<file path="config.mk">
export PLATFORM = sky130hd
export DESIGN_NAME = inst_fetch
export DESIGN_NICKNAME = d
export VERILOG_FILES = /design/src/rtl/inst_fetch.sv
export SDC_FILE = /design/constraint.sdc
export NUM_CORES = 1
export LEC_CHECK = 0
export BUFFER_PORTS_ARGS = -buffer_cell sky130_fd_sc_hd__buf_4
export CORE_UTILIZATION = 50
export DETAILED_ROUTE_END_ITERATION = 8
export GPL_ROUTABILITY_DRIVEN = 1
export MAX_ROUTING_LAYER = met4
export PLACE_DENSITY = 0.88
export SLEW_MARGIN = 40
export SYNTH_ARGS = -nofsm -noshare
export SYNTH_HDL_FRONTEND = slang
export SYNTH_SLANG_ARGS = --single-unit
</file>
<file path="constraint.sdc">
create_clock -name clk -period 2.8 [get_ports clk]
set_input_delay 0.42 -clock clk [delete_from_list [all_inputs] [get_ports clk]]
set_output_delay 0.42 -clock clk [all_outputs]
set_load 0.02 [all_outputs]
</file>
<file path="src/rtl/inst_fetch.sv">
// rtl/inst_fetch.sv - instruction fetch stage: PC register plus IF/ID pipeline register
//
// Purpose:
//   Holds the program counter, presents it to a combinational instruction ROM,
//   and registers the returned word into the IF/ID register for decode.
//   Redirects (jump) take priority over stalls (hold), and stalls take
//   priority over sequential fetch. A redirect flushes the IF/ID register,
//   so exactly one bubble reaches decode.
//
// Ports:
//   clk            in   1  clock, rising edge
//   rst            in   1  synchronous active-high reset
//   jump_en_i      in   1  redirect request from execute
//   jump_addr_i    in  32  redirect target (low two bits ignored)
//   hold_i         in   1  stall request from decode/execute
//   inst_addr_o    out 32  fetch address to the instruction ROM (the PC)
//   inst_i         in  32  ROM read data for inst_addr_o, same cycle
//   inst_o         out 32  registered instruction to decode
//   inst_addr_id_o out 32  address of inst_o
//   inst_valid_o   out  1  inst_o is a fetched instruction, not a bubble
//   fetch_cnt_o    out 32  number of instructions delivered to decode

module inst_fetch #(
  parameter logic [31:0] RESET_PC = 32'h0000_0000,
  parameter logic [31:0] NOP_INST = 32'h0000_0013
) (
  input  logic        clk,
  input  logic        rst,
  input  logic        jump_en_i,
  input  logic [31:0] jump_addr_i,
  input  logic        hold_i,
  output logic [31:0] inst_addr_o,
  input  logic [31:0] inst_i,
  output logic [31:0] inst_o,
  output logic [31:0] inst_addr_id_o,
  output logic        inst_valid_o,
  output logic [31:0] fetch_cnt_o
);

  logic [31:0] pc;
  logic [31:0] jump_target;

  // Targets are forced word-aligned; masking keeps every input bit in use.
  assign jump_target = jump_addr_i & ~32'h0000_0003;

  // The ROM address comes straight from the register, never from inputs.
  assign inst_addr_o = pc;

  always_ff @(posedge clk) begin
    if (rst) begin
      pc             <= RESET_PC;
      inst_o         <= NOP_INST;
      inst_addr_id_o <= 32'h0;
      inst_valid_o   <= 1'b0;
      fetch_cnt_o    <= 32'h0;
    end else if (jump_en_i) begin
      // Redirect wins over hold: the word fetched this cycle is on the
      // wrong path, so it is replaced by a bubble.
      pc             <= jump_target;
      inst_o         <= NOP_INST;
      inst_addr_id_o <= 32'h0;
      inst_valid_o   <= 1'b0;
    end else if (!hold_i) begin
      // Sequential fetch; PC arithmetic wraps naturally at 2^32.
      pc             <= pc + 32'd4;
      inst_o         <= inst_i;
      inst_addr_id_o <= pc;
      inst_valid_o   <= 1'b1;
      fetch_cnt_o    <= fetch_cnt_o + 32'd1;
    end
  end

endmodule

</file>
* Yosys cells after proc, flatten, opt, wreduce, memory -nomap -nowiden
Cells that the tools add are included.
W data, S select, Z words.
** Word-level totals
- Flip-flop bits (word level) :: 129
- Logic and storage cells :: 15
- Bits of input ports :: 68
** Operators by class
- Mux-type cells :: 2
- Equal/unequal tests :: 1
- Add/sub/neg operators :: 2
- Reductions and logical operators :: 2
- Bitwise operators :: 2
** Operators with widths (number)
- $mux W32 :: 2
- $add A32 B1 Y32 const B :: 1
- $add A32 B3 Y32 const B :: 1
- $ne A2 B2 Y1 const B :: 1
- $not A1 Y1 :: 2
- $reduce_and A2 Y1 :: 1
- $reduce_or A2 Y1 :: 1

* Depth between registers and ports, before layout
Gate-level depths: netlist of the first run.
- Word-level depth :: 3
- Depth in mapped cells :: 7

* Least setup slack after synthesis of the first run
No wires, ideal clock.
- Path kind :: flip-flop to flip-flop
- Start point :: register fetch_cnt_o[0]
- End point :: register fetch_cnt_o[24]
- Library setup time :: 0.071 ns
- Path buffers :: 2
- Setup slack :: 0.419 ns
- Cell stages (with the launch flop) :: 8
- Data arrival time :: 2.311 ns
- Clock period less this slack :: 2.381 ns
- Cell sequence :: dfxtp_1 -> ha_1 -> or4bb_1 -> or4_1 -> clkbuf_1 -> clkbuf_1 -> or3_1 -> a21oi_1
** Between the ends
- Cells in the longest elaborated chain, start to end :: 1
** Ends and longest elaborated chain
- start: declaration :: RTL line 37 : output logic [31:0] fetch_cnt_o
- start signal: assignment :: RTL line 69 : fetch_cnt_o <= fetch_cnt_o + 32'd1;
- $add A32 B1 Y32 :: RTL line 69
Every way passes these cells.
A chain may end at the register's enable or synchronous reset.

* Worst setup path after layout of the first run
- Start point :: register fetch_cnt_o[0]
- End point :: register fetch_cnt_o[30]
Same word-level chain as after synthesis.

==> flow_summary.toml, run 1 <==
[critical_path]
critical_path.slowest_cell = "or4_1"
worst_setup_path_end_kind = "register"
critPathLaunchType = "register"
critPathMostFrequentCell = "or4_1"
critPathCapture = "fetch_cnt_o[30]"
critical_path_depth = 5
crit_required_ns = 3.23
cp_top_family = "simple AND/OR/NAND/NOR gates"
crit_path_max_fanout = 16
timing.critical_path.slowest_cell_delay_ns = 0.66
worstPathBufferInverterCount = 0
worst_reg2reg_path_startpoint = "fetch_cnt_o[0]"
timing.critical_path.from = "fetch_cnt_o[0]"
critical_path_at_ns = 3.00
critical_path.cell_chain = "ha_1, or4bb_1, or4_1, or4_1, a21oi_1"
ff2ff_setup_slack_ns = 0.23
worst_r2r_path_depth = 5
crit-reg2reg-capture = "fetch_cnt_o[30]"
kind_of_critical_path = "register to register"

[logic_synthesis]
yosys_synthesis_warning_count = 0
netlist_area_mm2 = 0.00550
synth-edff-count = 0
yosysSeqAreaShare = 0.455
synth_seq_cells = 125
synth.avg_cell_area_um2 = 9.20
synth_async_sr_flop_share = 0
synthesized_instance_count = 598
yosys_most_used_dff = "dfxtp_1"
post_synth_num_cell_types = 51

[clocking]
cts.path.max_buffers = 2
post-cts-setup-buffer-count = 0
cts_tree = "built"
htreeDepth = 4
clock_tree.root_cell = "clkbuf_8"
tritoncts_buffers = 17
clk_latency_ns = 0.51
clkSlewWorstSetupHoldPaths_ns = 0.06
cts_hold_buffers_added = 0
cts.repair.resized = 0
clock_sinks = 125

[global_route]
grt_start_max_net_pins = 67
gr-total-overflow = 0
grt_pass1_wl_mm = 24.8
initial_antenna_violation_count = 0
grt_pass1_vias = 5117
grtUsageTotal = 0.286

[die]
die-width_um = 107
floorplan.die_area_mm2 = 0.0114
placement_rows = 37
coreArea_mm2 = 0.0105
floorplan.initialDensity = 0.524
overall_die_height_um = 107
floorplan.io_pins = 197

[hold_path]
hold_depth = 3
min_path_type = "input port to register"

[route]
starting_drt_drc_count = 514
post_drt_via_cell_ratio = 5.74
route.detailed.drc = 0
wire_per_inst_um = 16.9
drt_pass_1_iters = 8
drtAntennaViolNets = 0
dr_total_vias = 5306
routed_wirelength_mm = 15.6

[sta]
postLayoutSetupSlackWorst_ns = 0.232
timing.final.crit_share = 0.917
finalWorstPathRequiredPeriod_ns = 2.57
final_hold_viol_count = 0
worst_slew_pin_slew_ns = 0.696
setup_violations = 0
worst_case_headroom_to_the_max_slew_limit = 0.536
fin_setup_tns_ns = 0
clock-skew-final_ns = 0.00900
rsz0062_at_grt = "no"
final-max-slew-violation-count = 0
timing.fmax_mhz = 389

[power]
power.density_mw_per_mm2 = 608
leakagePower_uw = 0.00320
max-vdd-ir-drop_mv = 0.432

[cells_and_area]
most_used_cells_in_the_layout_excluding_fill_and_tap_cells = "buf_4 (199), dfxtp_1 (125), nor2_1 (99)"
final_cell_area_mm2 = 0.00758
post_route_cells_drive_above_1_share = 0.311
nFillCells = 770
layout.cells.most_common = "buf_4"
design.final.nets = 846
areaGrowthSynthToFinish_pct = 37.8
antenna-diode-count = 0

[place]
gp_congestion = 0.833
dp_hpwl_mm = 10.9
placed_cell_area_mm2 = 0.00697
dpl_worst_slack_ns = 0.255
io_buffer_count = 190

[run]
maxCapViolCount = 0

[status]
status = "finished, final reports clean"
==> flip-flops by register name, indices dropped and copies added (netlist names) <==
name	cells
inst_addr_id_o	30
fetch_cnt_o	32
inst_valid_o	1
inst_o	32
inst_addr_o	30
==> per-layer routing <==
metal,GRT usage,vias up,share of wire
met5,-,-,0
met2,0.487,259,0.51
li1,-,2525,-
met3,0.0681,18,0.071
met1,0.330,2504,0.41
met4,0.0959,0,0.012
==> through the flow <==
step,std cells,power [µW],hold WS [ns],util
CTS,925,4630,0.0956,0.722
finish,925,4610,0.119,0.722
global placement,893,2380,0.439,0.664
global route,925,4760,0.0987,0.722
detailed placement,893,2400,0.454,0.664
floorplan,601,2190,0.526,-
==> cells by family after synthesis <==
group,share of synthesized area
simple gates,0.230
flops,0.455
compound gates,0.115
mux,0.113
buf+inv,0.0468
xor+xnor,0.0350
fa+ha+maj,0.00455
other cells,0.000681
==> synthesized netlist by cell type, types with 11 or more instances <==
cell,count,share of area
a21oi_1,25,0.023
a311oi_1,15,0.024
clkbuf_1,32,0.022
dfxtp_1,125,0.45
mux2i_1,62,0.11
nand2_1,28,0.019
nand3_1,20,0.018
nand4_1,11,0.013
nor2_1,99,0.068
o21ai_0,14,0.013
o31ai_1,21,0.029
or3_1,12,0.014
or4_1,23,0.031
xnor2_1,13,0.021
==> power by group <==
part | total [µW] | internal (µW) | leakage [µW] | switching, µW
clock | 2240 | 1450 | 0.000293 | 793
combinational | 460 | 216 | 0.00188 | 244
sequential | 1910 | 1840 | 0.00102 | 71.3
total | 4610 | 3500 | 0.00320 | 1110
==> final cells by class <==
type / count / area (µm²) / share of cell area
inverter: 9 / 33.8 / 0.00445
clock inverter: 10 / 136 / 0.0180
multi-input combinational: 423 / 2750 / 0.363
clock buffer: 22 / 473 / 0.0624
sequential: 125 / 2500 / 0.330
timing repair buffer: 200 / 1510 / 0.200
tap: 136 / 170 / 0.0224
==> worst reg2reg max path, cell delays in order (launching register included) <==
cell	delay (ns)
dfxtp_1	0.41
ha_1	0.21
or4bb_1	0.47
or4_1	0.66
or4_1	0.59
a21oi_1	0.16
==> worst min path at each step <==
stage / start / slack (ns) / end
6_report: inst_i[1] / 0.12 / inst_o[1]
2_1_floorplan: inst_valid_o / 0.53 / inst_valid_o
5_1_grt: inst_i[1] / 0.1 / inst_o[1]
4_1_cts: inst_i[1] / 0.1 / inst_o[1]
3_5_place_dp: inst_valid_o / 0.45 / inst_valid_o
3_3_place_gp: inst_valid_o / 0.44 / inst_valid_o
Note: power is estimated with default switching activity, not from simulation.
==> inputs of run 2 (changes only) <==
--- a/config.mk
+++ b/config.mk
@@ -6,11 +6,14 @@
 export NUM_CORES = 1
 export LEC_CHECK = 0
 export BUFFER_PORTS_ARGS = -buffer_cell sky130_fd_sc_hd__buf_4
-export CORE_UTILIZATION = 50
+export CAP_MARGIN = 10
+export CELL_PAD_IN_SITES_DETAIL_PLACEMENT = 2
+export CELL_PAD_IN_SITES_GLOBAL_PLACEMENT = 2
+export CORE_UTILIZATION = 29
 export DETAILED_ROUTE_END_ITERATION = 8
 export GPL_ROUTABILITY_DRIVEN = 1
 export MAX_ROUTING_LAYER = met4
-export PLACE_DENSITY = 0.88
+export PLACE_DENSITY_LB_ADDON = 0.1
 export SLEW_MARGIN = 40
 export SYNTH_ARGS = -nofsm -noshare
 export SYNTH_HDL_FRONTEND = slang
==> run 2 against run 1 <==
  * Count of clock-buffer cells in the layout decreased by 5
  * Maximum frequency decreased by 1.4%
  * Global-route usage decreased by 8.6 points
  * Critical path depth unchanged
  * Worst setup slack got worse by 0.036 ns
  * Critical endpoint is now fetch_cnt_o[22]
==> flow_summary.toml, run 2 (synthesis gave the netlist of run 1 again) <==
[sta]
fin_setup_tns_ns = 0
final_hold_viol_count = 0
timing.final.crit_share = 0.930
worst_case_headroom_to_the_max_slew_limit = 0.521
final-max-slew-violation-count = 0
setup_violations = 0
finalWorstPathRequiredPeriod_ns = 2.60
rsz0062_at_grt = "no"
worst_slew_pin_slew_ns = 0.719
clock-skew-final_ns = 0.00847
timing.fmax_mhz = 384

[place]
dp_hpwl_mm = 13.3
placed_cell_area_mm2 = 0.00713
io_buffer_count = 190
gp_congestion = 0.740
post_placement_cell_count = 997

[clocking]
cts.repair.resized = 0
clock_tree.root_cell = "clkbuf_16"
clk_latency_ns = 0.42
htreeDepth = 4
cts_tree = "built"
clkSlewWorstSetupHoldPaths_ns = 0.06
post-cts-setup-buffer-count = 0
clock_sinks = 125
tritoncts_buffers = 17
cts_hold_buffers_added = 0
cts.path.max_buffers = 2

[cells_and_area]
post-route-util = 0.415
antenna-diode-count = 0
layout.cells.most_common = "buf_4"
post_route_cells_drive_above_1_share = 0.317
areaGrowthSynthToFinish_pct = 40.6
post_layout_nonfiller_instances = 1029
final_cell_area_mm2 = 0.00774
design.final.nets = 852
layout_top_registers = "fetch_cnt_o (32), inst_o (32)"
most_used_cells_in_the_layout_excluding_fill_and_tap_cells = "buf_4 (206), dfxtp_1 (125), nor2_1 (99)"

[route]
starting_drt_drc_count = 140
routed_wirelength_mm = 18.8
drt_pass_1_iters = 4
dr_total_vias = 5290
post_drt_via_cell_ratio = 5.14
route.detailed.drc = 0
wire_per_inst_um = 18.3
drtAntennaViolNets = 0

[status]
status = "finished, final reports clean"

[critical_path]
critical_path.cell_chain = "ha_1, or4bb_1, or4_1, or4_1, a21oi_1"
worst_setup_path_end_kind = "register"
critPathMostFrequentCell = "or4_1"
crit_required_ns = 3.14
crit_path_max_fanout = 16
critPathLaunchType = "register"
critical_path.slowest_cell = "or4_1"
critical_path_at_ns = 2.95
timing.critical_path.slowest_cell_delay_ns = 0.69
kind_of_critical_path = "register to register"

[global_route]
grtUsageTotal = 0.200
grt_pass1_wl_mm = 29.6
grt_pass1_vias = 5684
initial_antenna_violation_count = 0
gr-total-overflow = 0
grt_start_max_net_pins = 44

[power]
power.internal_uw = 3470
power_switching_share = 0.259
max-vdd-ir-drop_mv = 0.419
net-switching-power_uw = 1210
leakagePower_uw = 0.00323
clock_power_share = 0.492
design_power_total_uw = 4690
power.density_mw_per_mm2 = 606
combPwrFrac = 0.102
seq_power_share = 0.407

[die]
overall_die_height_um = 140
floorplan.io_pins = 197
die-width_um = 140
coreArea_mm2 = 0.0186
placement_rows = 50
floorplan.initialDensity = 0.295
floorplan.die_area_mm2 = 0.0195

[run]
maxCapViolCount = 0

[hold_path]
min_path_type = "input port to register"
run 2: cell types whose count changed in the layout (fill, tap and decap cells not counted):
cell	before	now
buf_12	1	0
buf_4	199	206
clkbuf_1	1	0
clkbuf_16	16	17
clkbuf_8	5	0
clkinv_4	1	2
clkinvlp_4	3	1
inv_6	0	6
run 2: area by class of cell:
cell class	instances	area, µm²
Fill cell	2081	10900
Inverter	9	33.8
Tap cell	234	293
Clock buffer	17	425
Clock inverter	15	183
Timing Repair Buffer	206	1550
Sequential cell	125	2500
Multi-Input combinational cell	423	2750
run 2: worst paths after layout:
| check | start | end | slack [ns] | cells past startpoint |
|---|---|---|---|---|
| max reg2reg | fetch_cnt_o[0] | fetch_cnt_o[22] | 0.20 | 5 |
| min | inst_i[4] | inst_o[4] | 0.21 | 3 |
| min reg2reg | inst_valid_o | inst_valid_o | 0.48 | 2 |
| max | fetch_cnt_o[0] | fetch_cnt_o[22] | 0.20 | 5 |
run 2: critical path: cells and delay by family, from the launching register on:
| family | cells | cell delay (ns) |
|---|---|---|
| and+or+nand+nor | 3 | 1.75 |
| DFF | 1 | 0.41 |
| adders and majority gates | 1 | 0.20 |
| AOI/OAI and AO/OA | 1 | 0.18 |
run 2: metrics by stage:
step | worst slack (ns) | hold slack [ns]
after floorplan | 0.419 | 0.526
after global placement | 0.270 | 0.441
after detailed placement | 0.211 | 0.461
after CTS | 0.165 | 0.201
after global routing | 0.0570 | 0.203
final | 0.196 | 0.212
run 2: routing by layer:
metal / track usage / vias to the layer above / routed length, µm / part of all wire
li1: - / 2543 / - / -
met1: 0.226 / 2594 / 8260 / 0.44
met2: 0.338 / 137 / 9220 / 0.49
met3: 0.0588 / 16 / 1080 / 0.057
met4: 0.0625 / 0 / 250 / 0.013
met5: - / - / 0 / 0
run 2: power by group through the flow:
| stage | Clock, µW | Combinational [µW] | Sequential [µW] |
|---|---|---|---|
| 2_1_floorplan | 0 | 192 | 2000 |
| 3_3_place_gp | 0 | 469 | 1940 |
| 3_5_place_dp | 0 | 484 | 1940 |
| 4_1_cts | 2360 | 486 | 1910 |
| 5_1_grt | 2440 | 516 | 1910 |
| 6_report | 2300 | 477 | 1910 |
==> inputs of run 3 (changes only) <==
--- a/config.mk
+++ b/config.mk
@@ -14,6 +14,7 @@
 export GPL_ROUTABILITY_DRIVEN = 1
 export MAX_ROUTING_LAYER = met4
 export PLACE_DENSITY_LB_ADDON = 0.1
+export RECOVER_POWER = 50
 export SLEW_MARGIN = 40
 export SYNTH_ARGS = -nofsm -noshare
 export SYNTH_HDL_FRONTEND = slang
==> constraint.sdc (replaced) <==
create_clock -name clk -period 2.8 [get_ports clk]
set_input_delay 0.28 -clock clk [delete_from_list [all_inputs] [get_ports clk]]
set_output_delay 0.28 -clock clk [all_outputs]
set_load 0.02 [all_outputs]
==> run 3 against run 2 <==
  * The flow now finishes with violations (max-capacitance violations, max-slew violations)
  * Sequential power is essentially flat
  * Wire length is essentially flat
  * Register-to-register slack lost 0.02 ns
  * Critical path type unchanged
==> flow_summary.toml, run 3 (synthesis gave the netlist of run 1 again) <==
[critical_path]
critPathCapture = "fetch_cnt_o[26]"
crit_required_ns = 3.11
timing.critical_path.from = "fetch_cnt_o[0]"
worst_setup_path_end_kind = "register"
crit-reg2reg-capture = "fetch_cnt_o[26]"
worst_reg2reg_path_startpoint = "fetch_cnt_o[0]"
critPathLaunchType = "register"
critical_path_at_ns = 2.94
ff2ff_setup_slack_ns = 0.18
worst_r2r_path_depth = 5
crit_path_max_fanout = 16
kind_of_critical_path = "register to register"

[route]
dr_total_vias = 5242
routed_wirelength_mm = 18.8
drtAntennaViolNets = 0
drt_pass_1_iters = 4
wire_per_inst_um = 18.4
starting_drt_drc_count = 167
post_drt_via_cell_ratio = 5.12
route.detailed.drc = 0

[global_route]
grtUsageTotal = 0.202
initial_antenna_violation_count = 0
grt_pass1_wl_mm = 30.1
gr-total-overflow = 0
grt_start_max_net_pins = 44
grt_pass1_vias = 5654

[clocking]
htreeDepth = 4
clkSlewWorstSetupHoldPaths_ns = 0.05
cts.path.max_buffers = 2
clock_sinks = 125
clk_latency_ns = 0.41
tritoncts_buffers = 17
cts_tree = "built"
cts_hold_buffers_added = 0
clock_tree.root_cell = "clkbuf_16"
cts.repair.resized = 0
post-cts-setup-buffer-count = 0

[die]
placement_rows = 50
floorplan.initialDensity = 0.295
die-width_um = 140
coreArea_mm2 = 0.0186
floorplan.io_pins = 197
overall_die_height_um = 140
floorplan.die_area_mm2 = 0.0195

[sta]
fin_setup_tns_ns = 0
whs_ns = 0.0752
final_hold_viol_count = 0
rsz0062_at_grt = "no"
setup_violations = 0
finalWorstPathRequiredPeriod_ns = 2.62
worst_slew_pin_slew_ns = 1.69
final-max-slew-violation-count = 77
timing.final.crit_share = 0.937
timing.fmax_mhz = 381
worst_case_headroom_to_the_max_slew_limit = -0.129
clock-skew-final_ns = 0.00708

[place]
io_buffer_count = 190
dp_hpwl_mm = 13.3
gp_congestion = 0.747

[hold_path]
min_path_type = "input port to register"

[status]
violations = "max-capacitance violations, max-slew violations"
status = "complete, but fails checks"

[cells_and_area]
layout.cells.most_common = "buf_4"
most_used_cells_in_the_layout_excluding_fill_and_tap_cells = "buf_4 (139), dfxtp_1 (125), nor2_1 (99)"
post_route_cells_drive_above_1_share = 0.228
nFillCells = 2096
antenna-diode-count = 0
design.final.nets = 848
areaGrowthSynthToFinish_pct = 35.7
post-route-util = 0.401
layout_top_registers = "fetch_cnt_o (32), inst_o (32)"

[power]
max-vdd-ir-drop_mv = 0.418
power.density_mw_per_mm2 = 625
leakagePower_uw = 0.00295

[run]
maxCapViolCount = 2
run 3: changes by cell type in the layout (fill, tap and decap cells not counted), sizes merged:
cell / previous run / this run
clkinv: 5 / 2
clkbuf: 17 / 86
bufinv: 3 / 4
buf: 206 / 139
inv: 15 / 9
run 3: per-stage QoR:
step | area, µm² | instances | setup slack [ns] | power [µW]
final | 7470 | 1023 | 0.175 | 4670
after global routing | 7470 | 1023 | 0.0326 | 4860
after CTS | 7700 | 1023 | 0.180 | 4770
after detailed placement | 7100 | 993 | 0.231 | 2420
after global placement | 7100 | 993 | 0.312 | 2400
after floorplan | 5510 | 601 | 0.419 | 2190
run 3: final cells by class:
cell class	count	area, µm²	share of cell area
Tap cell	234	293	0.0392
Clock buffer	23	468	0.0626
Timing Repair Buffer	202	1280	0.172
Inverter	9	33.8	0.00452
Clock inverter	7	138	0.0184
Multi-Input combinational cell	423	2750	0.369
Sequential cell	125	2500	0.335
run 3: how the worst min path moves through the flow:
stage | to | from | cells after the start
6_report | inst_o[1] | inst_i[1] | 3
5_1_grt | inst_o[0] | inst_i[0] | 3
4_1_cts | inst_o[1] | inst_i[1] | 3
3_5_place_dp | inst_valid_o | inst_valid_o | 2
3_3_place_gp | inst_valid_o | inst_valid_o | 2
2_1_floorplan | inst_o[0] | inst_i[0] | 2
run 3: worst max-delay path, stage by stage, from the launching register on:
cell,delay (ns)
dfxtp_1,0.41
ha_1,0.20
or4bb_1,0.46
or4_1,0.70
or4_1,0.60
a21oi_1,0.17
run 3: power breakdown:
| part | internal, µW | switching, µW |
|---|---|---|
| Clock | 1520 | 789 |
| Sequential | 1840 | 72.8 |
| Combinational | 196 | 249 |
| Total | 3560 | 1110 |
run 3: per-layer routing:
metal / share of wire / vias to the layer above / global-route usage / routed length (µm)
li1: - / 2526 / - / -
met1: 0.44 / 2567 / 0.236 / 8330
met2: 0.49 / 137 / 0.338 / 9200
met3: 0.059 / 12 / 0.0626 / 1110
met4: 0.0083 / 0 / 0.0468 / 156
met5: 0 / - / - / 0
